### src/rtl/ide_pkg.sv
// Shared types for the IDE sector FIFO transfer engine.
package ide_pkg;

    localparam int SECTOR_WORDS_DEF = 256;

    localparam logic DIR_WR = 1'b0;
    localparam logic DIR_RD = 1'b1;

    typedef enum logic [3:0] {
        IDLE,
        WR_LO,
        WR_HI,
        WR_PULSE,
        WR_GAP,
        RD_CHECK,
        RD_SETTLE,
        RD_LO,
        RD_HI,
        RD_PULSE,
        RD_GAP,
        DONE
    } xfer_state_t;

endpackage

### src/rtl/ide_fifo_xfer_if.sv
// Byte-stream, FIFO and control signals of the IDE transfer engine.
interface ide_fifo_xfer_if;

    logic       start_wr;
    logic       start_rd;
    logic [7:0] sector_count;
    logic [7:0] byte_in;
    logic       byte_in_stb;
    logic [7:0] byte_out;
    logic       byte_out_valid;
    logic       byte_out_ack;
    logic [15:0] fifo_din;
    logic       fifo_wr;
    logic [15:0] fifo_dout;
    logic       fifo_rd;
    logic       fifo_empty;
    logic       busy;
    logic       done;
    logic       overrun;

    modport master (
        input  start_wr, start_rd, sector_count,
        input  byte_in, byte_in_stb, byte_out_ack,
        input  fifo_dout, fifo_empty,
        output byte_out, byte_out_valid,
        output fifo_din, fifo_wr, fifo_rd,
        output busy, done, overrun
    );

    modport slave (
        output start_wr, start_rd, sector_count,
        output byte_in, byte_in_stb, byte_out_ack,
        output fifo_dout, fifo_empty,
        input  byte_out, byte_out_valid,
        input  fifo_din, fifo_wr, fifo_rd,
        input  busy, done, overrun
    );

endinterface

### src/rtl/ide_fifo_xfer.sv
// IO-side IDE sector FIFO engine: byte stream <-> 16-bit FIFO words,
// with single-cycle rd/wr strobes and exact sector word counting.
module ide_fifo_xfer
    import ide_pkg::*;
#(
    parameter int SECTOR_WORDS = SECTOR_WORDS_DEF,
    parameter int CNT_W        = 16
) (
    input  logic clk,
    input  logic reset,
    input  logic clk_en,
    ide_fifo_xfer_if.master bus
);

    xfer_state_t      state;
    xfer_state_t      state_nxt;
    logic [CNT_W-1:0] words_left;
    logic [15:0]      din_q;
    logic [15:0]      hold_q;
    logic             overrun_q;
    logic [7:0]       byte_out;

    logic start_any;
    logic start_dir;
    logic load;
    logic last_word;
    logic accepting;
    logic gap;

    assign start_any = bus.start_wr | bus.start_rd;
    assign start_dir = bus.start_wr ? DIR_WR : DIR_RD;
    assign load      = (state == IDLE) && start_any
                     && (bus.sector_count != 8'd0);
    assign last_word = (words_left <= CNT_W'(1));
    assign accepting = (state == WR_LO) || (state == WR_HI);
    assign gap       = (state == WR_GAP) || (state == RD_GAP);

    always_ff @(posedge clk) begin
        if (reset) begin
            state <= IDLE;
        end else if (clk_en) begin
            state <= state_nxt;
        end
    end

    always_comb begin
        state_nxt = state;
        unique case (state)
            IDLE: begin
                if (start_any) begin
                    if (bus.sector_count == 8'd0) begin
                        state_nxt = DONE;
                    end else if (start_dir == DIR_WR) begin
                        state_nxt = WR_LO;
                    end else begin
                        state_nxt = RD_CHECK;
                    end
                end
            end
            WR_LO:     if (bus.byte_in_stb) state_nxt = WR_HI;
            WR_HI:     if (bus.byte_in_stb) state_nxt = WR_PULSE;
            WR_PULSE:  state_nxt = WR_GAP;
            WR_GAP:    state_nxt = last_word ? DONE : WR_LO;
            RD_CHECK:  if (!bus.fifo_empty) state_nxt = RD_SETTLE;
            RD_SETTLE: state_nxt = RD_LO;
            RD_LO:     if (bus.byte_out_ack) state_nxt = RD_HI;
            RD_HI:     if (bus.byte_out_ack) state_nxt = RD_PULSE;
            RD_PULSE:  state_nxt = RD_GAP;
            RD_GAP:    state_nxt = last_word ? DONE : RD_CHECK;
            DONE:      state_nxt = IDLE;
            default:   state_nxt = IDLE;
        endcase
    end

    // FIFO data_out is registered; hold is captured at the end of RD_SETTLE
    always_ff @(posedge clk) begin
        if (reset) begin
            words_left <= '0;
            din_q      <= '0;
            hold_q     <= '0;
            overrun_q  <= 1'b0;
        end else if (clk_en) begin
            if (load) begin
                words_left <= CNT_W'(bus.sector_count)
                            * CNT_W'(SECTOR_WORDS);
            end else if (gap && (words_left != '0)) begin
                words_left <= words_left - CNT_W'(1);
            end
            if ((state == WR_LO) && bus.byte_in_stb) begin
                din_q[7:0] <= bus.byte_in;
            end
            if ((state == WR_HI) && bus.byte_in_stb) begin
                din_q[15:8] <= bus.byte_in;
            end
            if (state == RD_SETTLE) begin
                hold_q <= bus.fifo_dout;
            end
            if (bus.byte_in_stb && !accepting) begin
                overrun_q <= 1'b1;
            end
        end
    end

    always_comb begin
        byte_out = 8'h00;
        unique case (1'b1)
            state == RD_LO: byte_out = hold_q[7:0];
            state == RD_HI: byte_out = hold_q[15:8];
            default:        byte_out = 8'h00;
        endcase
    end

    assign bus.byte_out       = byte_out;
    assign bus.byte_out_valid = (state == RD_LO) || (state == RD_HI);
    assign bus.fifo_din       = din_q;
    assign bus.fifo_wr        = (state == WR_PULSE);
    assign bus.fifo_rd        = (state == RD_PULSE);
    assign bus.busy           = (state != IDLE) && (state != DONE);
    assign bus.done           = (state == DONE);
    assign bus.overrun        = overrun_q;

endmodule

### src/flat_wrapper.sv
// flat-port wrapper written by rule: the top's interface ports become plain ports
module ide_fifo_xfer_flat import ide_pkg::*;
#(
    parameter int SECTOR_WORDS = SECTOR_WORDS_DEF,
    parameter int CNT_W        = 16
)
  (clk, reset, clk_en, bus_start_wr, bus_start_rd, bus_sector_count, bus_byte_in, bus_byte_in_stb, bus_byte_out_ack, bus_fifo_dout, bus_fifo_empty, bus_byte_out, bus_byte_out_valid, bus_fifo_din, bus_fifo_wr, bus_fifo_rd, bus_busy, bus_done, bus_overrun);
  ide_fifo_xfer_if bus_i ();
  input  logic clk;
  input  logic reset;
  input  logic clk_en;
  input wire logic [$bits(bus_i.start_wr)-1:0] bus_start_wr;
  input wire logic [$bits(bus_i.start_rd)-1:0] bus_start_rd;
  input wire logic [$bits(bus_i.sector_count)-1:0] bus_sector_count;
  input wire logic [$bits(bus_i.byte_in)-1:0] bus_byte_in;
  input wire logic [$bits(bus_i.byte_in_stb)-1:0] bus_byte_in_stb;
  input wire logic [$bits(bus_i.byte_out_ack)-1:0] bus_byte_out_ack;
  input wire logic [$bits(bus_i.fifo_dout)-1:0] bus_fifo_dout;
  input wire logic [$bits(bus_i.fifo_empty)-1:0] bus_fifo_empty;
  output wire logic [$bits(bus_i.byte_out)-1:0] bus_byte_out;
  output wire logic [$bits(bus_i.byte_out_valid)-1:0] bus_byte_out_valid;
  output wire logic [$bits(bus_i.fifo_din)-1:0] bus_fifo_din;
  output wire logic [$bits(bus_i.fifo_wr)-1:0] bus_fifo_wr;
  output wire logic [$bits(bus_i.fifo_rd)-1:0] bus_fifo_rd;
  output wire logic [$bits(bus_i.busy)-1:0] bus_busy;
  output wire logic [$bits(bus_i.done)-1:0] bus_done;
  output wire logic [$bits(bus_i.overrun)-1:0] bus_overrun;
  assign bus_i.start_wr = bus_start_wr;
  assign bus_i.start_rd = bus_start_rd;
  assign bus_i.sector_count = bus_sector_count;
  assign bus_i.byte_in = bus_byte_in;
  assign bus_i.byte_in_stb = bus_byte_in_stb;
  assign bus_i.byte_out_ack = bus_byte_out_ack;
  assign bus_i.fifo_dout = bus_fifo_dout;
  assign bus_i.fifo_empty = bus_fifo_empty;
  assign bus_byte_out = bus_i.byte_out;
  assign bus_byte_out_valid = bus_i.byte_out_valid;
  assign bus_fifo_din = bus_i.fifo_din;
  assign bus_fifo_wr = bus_i.fifo_wr;
  assign bus_fifo_rd = bus_i.fifo_rd;
  assign bus_busy = bus_i.busy;
  assign bus_done = bus_i.done;
  assign bus_overrun = bus_i.overrun;
  ide_fifo_xfer #(.SECTOR_WORDS(SECTOR_WORDS), .CNT_W(CNT_W)) u_core (.clk(clk), .reset(reset), .clk_en(clk_en), .bus(bus_i));
endmodule
### config.mk
export PLATFORM = sky130hd
export DESIGN_NAME = ide_fifo_xfer_flat
export DESIGN_NICKNAME = d
export VERILOG_FILES = /design/src/rtl/ide_pkg.sv /design/src/rtl/ide_fifo_xfer_if.sv /design/src/rtl/ide_fifo_xfer.sv /design/src/flat_wrapper.sv
export SDC_FILE = /design/constraint.sdc
export NUM_CORES = 1
export LEC_CHECK = 0
export ABC_AREA = 1
export BUFFER_PORTS_ARGS = -buffer_cell sky130_fd_sc_hd__buf_2
export CORE_MARGIN = 3
export CORE_UTILIZATION = 48
export CTS_CLUSTER_SIZE = 12
export DETAILED_ROUTE_END_ITERATION = 16
export PLACE_DENSITY = 0.76
export SETUP_SLACK_MARGIN = 0.3
export SLEW_MARGIN = 20
export SYNTH_ARGS = -nofsm -noshare
export SYNTH_HDL_FRONTEND = slang
export SYNTH_SLANG_ARGS = --single-unit
### constraint.sdc
create_clock -name clk -period 1.4 [get_ports clk]
set_input_delay 0.07 -clock clk [delete_from_list [all_inputs] [get_ports clk]]
set_output_delay 0.07 -clock clk [all_outputs]
set_load 0.005 [all_outputs]
==> summary.md <==
| Metric | Value |
|---|---|
| Status | complete, but fails checks |
| Failing checks | negative setup slack |
| Worst skew pair latency | 0.32 ns |
| First-pass GRT wire length | 16.76 mm |
| Antenna cells | 0 |
| Worst setup margin | -0.4373 ns |
| Initial antenna violation count | 0 |
| Clock-pin slew on the worst setup and hold paths | 0.11 ns |
| # fillers | 236 |
| Primary FF master, synth | dfxtp_1 |
| Initial Util | 50.02% |
| Period utilization | 131.2% |
| Fin cells | 650 |
| Clock sink count | 53 |
| Worst slew pin tran | 0.6604 ns |
| Largest net degree at the start of global routing | 33 |
| Row cnt | 27 |
| Routed WL | 14.44 mm |
| Required time of the critical path | 1.33 ns |
| Final clock skew | 0.01090 ns |
| Synth top area share | 38.28% |
| Syn Area/Cell | 6.630 um^2 |
| Max Cap Violations | 0 |
| Mapped Cells | 418 |
| CP startpoint kind | register |
| Total number of H-tree levels | 2 |
| Grt total ovfl | 0 |
| Sequential share of the synthesized area | 38.28% |
| Die Y | 81.99 um |
| Maximum vdd drop | 0.7067 mV |
| Routability Congestion | 0.9286 |
| Synth area leader | dfxtp_1 |
| Synth warn | 0 |
| Root Buffer | clkbuf_8 |
| Initial DRT Pass Iterations | 6 |
| Fmax | 544.3 MHz |
| Gr usage total | 32.20% |
| Commonest cells in the netlist | 89 x nand2_1, 53 x dfxtp_1, 52 x a21oi_1 |
| IO buf count | 69 |
| Total die area | 6722 um^2 |
| Via density | 6.231 |
| Chip width | 81.99 um |
| Crit Path Class | reg -> out |
| Slew Limit Fails | 0 |
| Post-Syn Nets | 461 |
| Hold Vio Cnt, Final | 0 |
| Core area | 5540 um^2 |
| Mapped cell area | 2771 um^2 |
| Cell area power density | 1139 nW/um^2 |
| Most frequent cell after synthesis | nand2_1 |
| CP arrival | 1.77 ns |
| Routed via count | 4050 |
| Endpoints failing setup | 64 |
| HPWL Detailed | 6.020 mm |
| Period minus WS final | 1.837 ns |
| CTS tree | yes |
| Crit path max fanout | 8 |
| TritonCTS Buffers | 5 |
| I/O pins | 70 |
| Number of synthesized register bits | 53 |
| Async SR Flop Fraction | 0% |
| Deepest clock path buffer count | 2 |
| Number of global-route vias before repair | 3625 |
| Final ANT Viol Nets | 0 |
| Nets | 620 |
| Synth area leaders | dfxtp_1 38%, nand2_1 12%, a21oi_1 9.4% |
| Residual DRC | 0 |
| Post-synthesis cell type count | 30 |
| WL per Instance | 22.21 um |
| Area grow syn2layout | 74.63% |
| Number of enable flip-flop cells after synthesis | 0 |
| Final core utilization | 87.35% |
| # hold bufs at CTS | 0 |
| Share of cells above drive strength 1 | 55.71% |
| RSZ-0062 raised after global routing | yes |
| Crit end category | output pin |
| Placed insts | 601 |
| Worst slew margin | 55.70% |
| Initial DRC count | 538 |
| Worst hold path class | in -> reg |
| Leakage Power | 2.098 nW |
| WHS | 0.02141 ns |
through the flow:
stage | TNS (ns) | setup slack (ns) | instance area [um^2] | total power [mW]
CTS | -5.397 | -0.2721 | 4479 | 4.993
detailed placement | -1.239 | -0.09652 | 3664 | 3.538
finish | -13.43 | -0.4373 | 4840 | 5.513
global route | -15.55 | -0.4868 | 4840 | 5.681
global placement | -0.3951 | -0.05934 | 3664 | 3.485
floorplan | 0 | 0.02882 | 2878 | 2.819
cells in the final DEF (no fill, tap or decap), types with 6 or more instances in the layout:
cell type | synthesis | final
nand3_2 | 5 | 13
nor2_1 | 51 | 29
buf_6 | 0 | 25
inv_1 | 48 | 36
o21ai_1 | 3 | 9
nand2_4 | 1 | 12
dfxtp_1 | 53 | 44
nor2_4 | 2 | 13
a21oi_2 | 0 | 17
buf_4 | 0 | 61
nand3_1 | 38 | 24
buf_2 | 1 | 68
nand3_4 | 0 | 6
nand2_1 | 89 | 58
a21oi_1 | 52 | 35
inv_2 | 2 | 8
o21ai_2 | 0 | 19
nand2_2 | 3 | 19
nor2_2 | 3 | 14
sequential cells by signal (all words and copies together), names as in the netlist:
name	cells
u_core.bus.fifo_din	16
u_core.hold_q	16
u_core.words_left	16
u_core.state	4
u_core.bus.overrun	1
worst max-delay path, cell delays in order, from the launching register on:
cell	delay, ns
dfxtp_4	0.39
inv_4	0.07
nand2_4	0.04
buf_6	0.11
nor2_4	0.11
buf_6	0.12
clkinvlp_4	0.20
o22ai_1	0.24
buf_2	0.16
path summary, 6_finish.rpt:
| path | start | end | slack [ns] | cells after the start |
|---|---|---|---|---|
| worst max-delay path | u_core.state[2] | bus_byte_out[1] | -0.44 | 8 |
| worst min-delay path | bus_fifo_dout[9] | u_core.hold_q[9] | 0.02 | 3 |
| worst max register to register | u_core.words_left[6] | u_core.words_left[8] | -0.38 | 10 |
| worst min register to register | u_core.bus.fifo_din[8] | u_core.bus.fifo_din[8] | 0.47 | 2 |
final cells by class:
| type | count | area [um^2] | share of cell area, % |
|---|---|---|---|
| Inverter | 52 | 236.5 | 4.886 |
| Sequential cell | 53 | 1082 | 22.36 |
| Clock inverter | 1 | 8.758 | 0.1810 |
| Multi-Input combinational cell | 302 | 2069 | 42.76 |
| Clock buffer | 7 | 97.59 | 2.017 |
| Timing Repair inverter | 1 | 7.507 | 0.1551 |
| Tap cell | 72 | 90.09 | 1.861 |
| Timing Repair Buffer | 162 | 1247 | 25.78 |
what timing repair did:
item / in CTS / in global routing
buffers inserted: 28 / 8
endpoints found under the setup margin: 66 / 66
resized for setup: 138 / 59
cloned: 3 / 2
pin swaps: 36 / 20
cells by family after synthesis:
kind of cell / after synthesis / share of synthesized area [%]
AOI/OAI and AO/OA: 92 / 17.29
adders and majority gates: 3 / 1.355
DFF: 53 / 38.28
xor gates and xnor gates: 3 / 0.9483
buffers and inverters: 64 / 9.526
and+or+nand+nor: 203 / 32.60
per-layer routing:
layer | vias to the layer above | global-route usage (%) | part of all wire (%)
met3 | 147 | 6.469 | 10
met1 | 1851 | 34.95 | 34
met5 | - | 0 | 0
met4 | 0 | 16.28 | 8.9
li1 | 1680 | - | -
met2 | 372 | 58.72 | 47
power by group:
part           switching [mW]  internal (mW)
logic                    1.57           1.19
registers              0.0968           1.62
clock network           0.575          0.467
No activity file was read; power rests on OpenSTA's default activity.
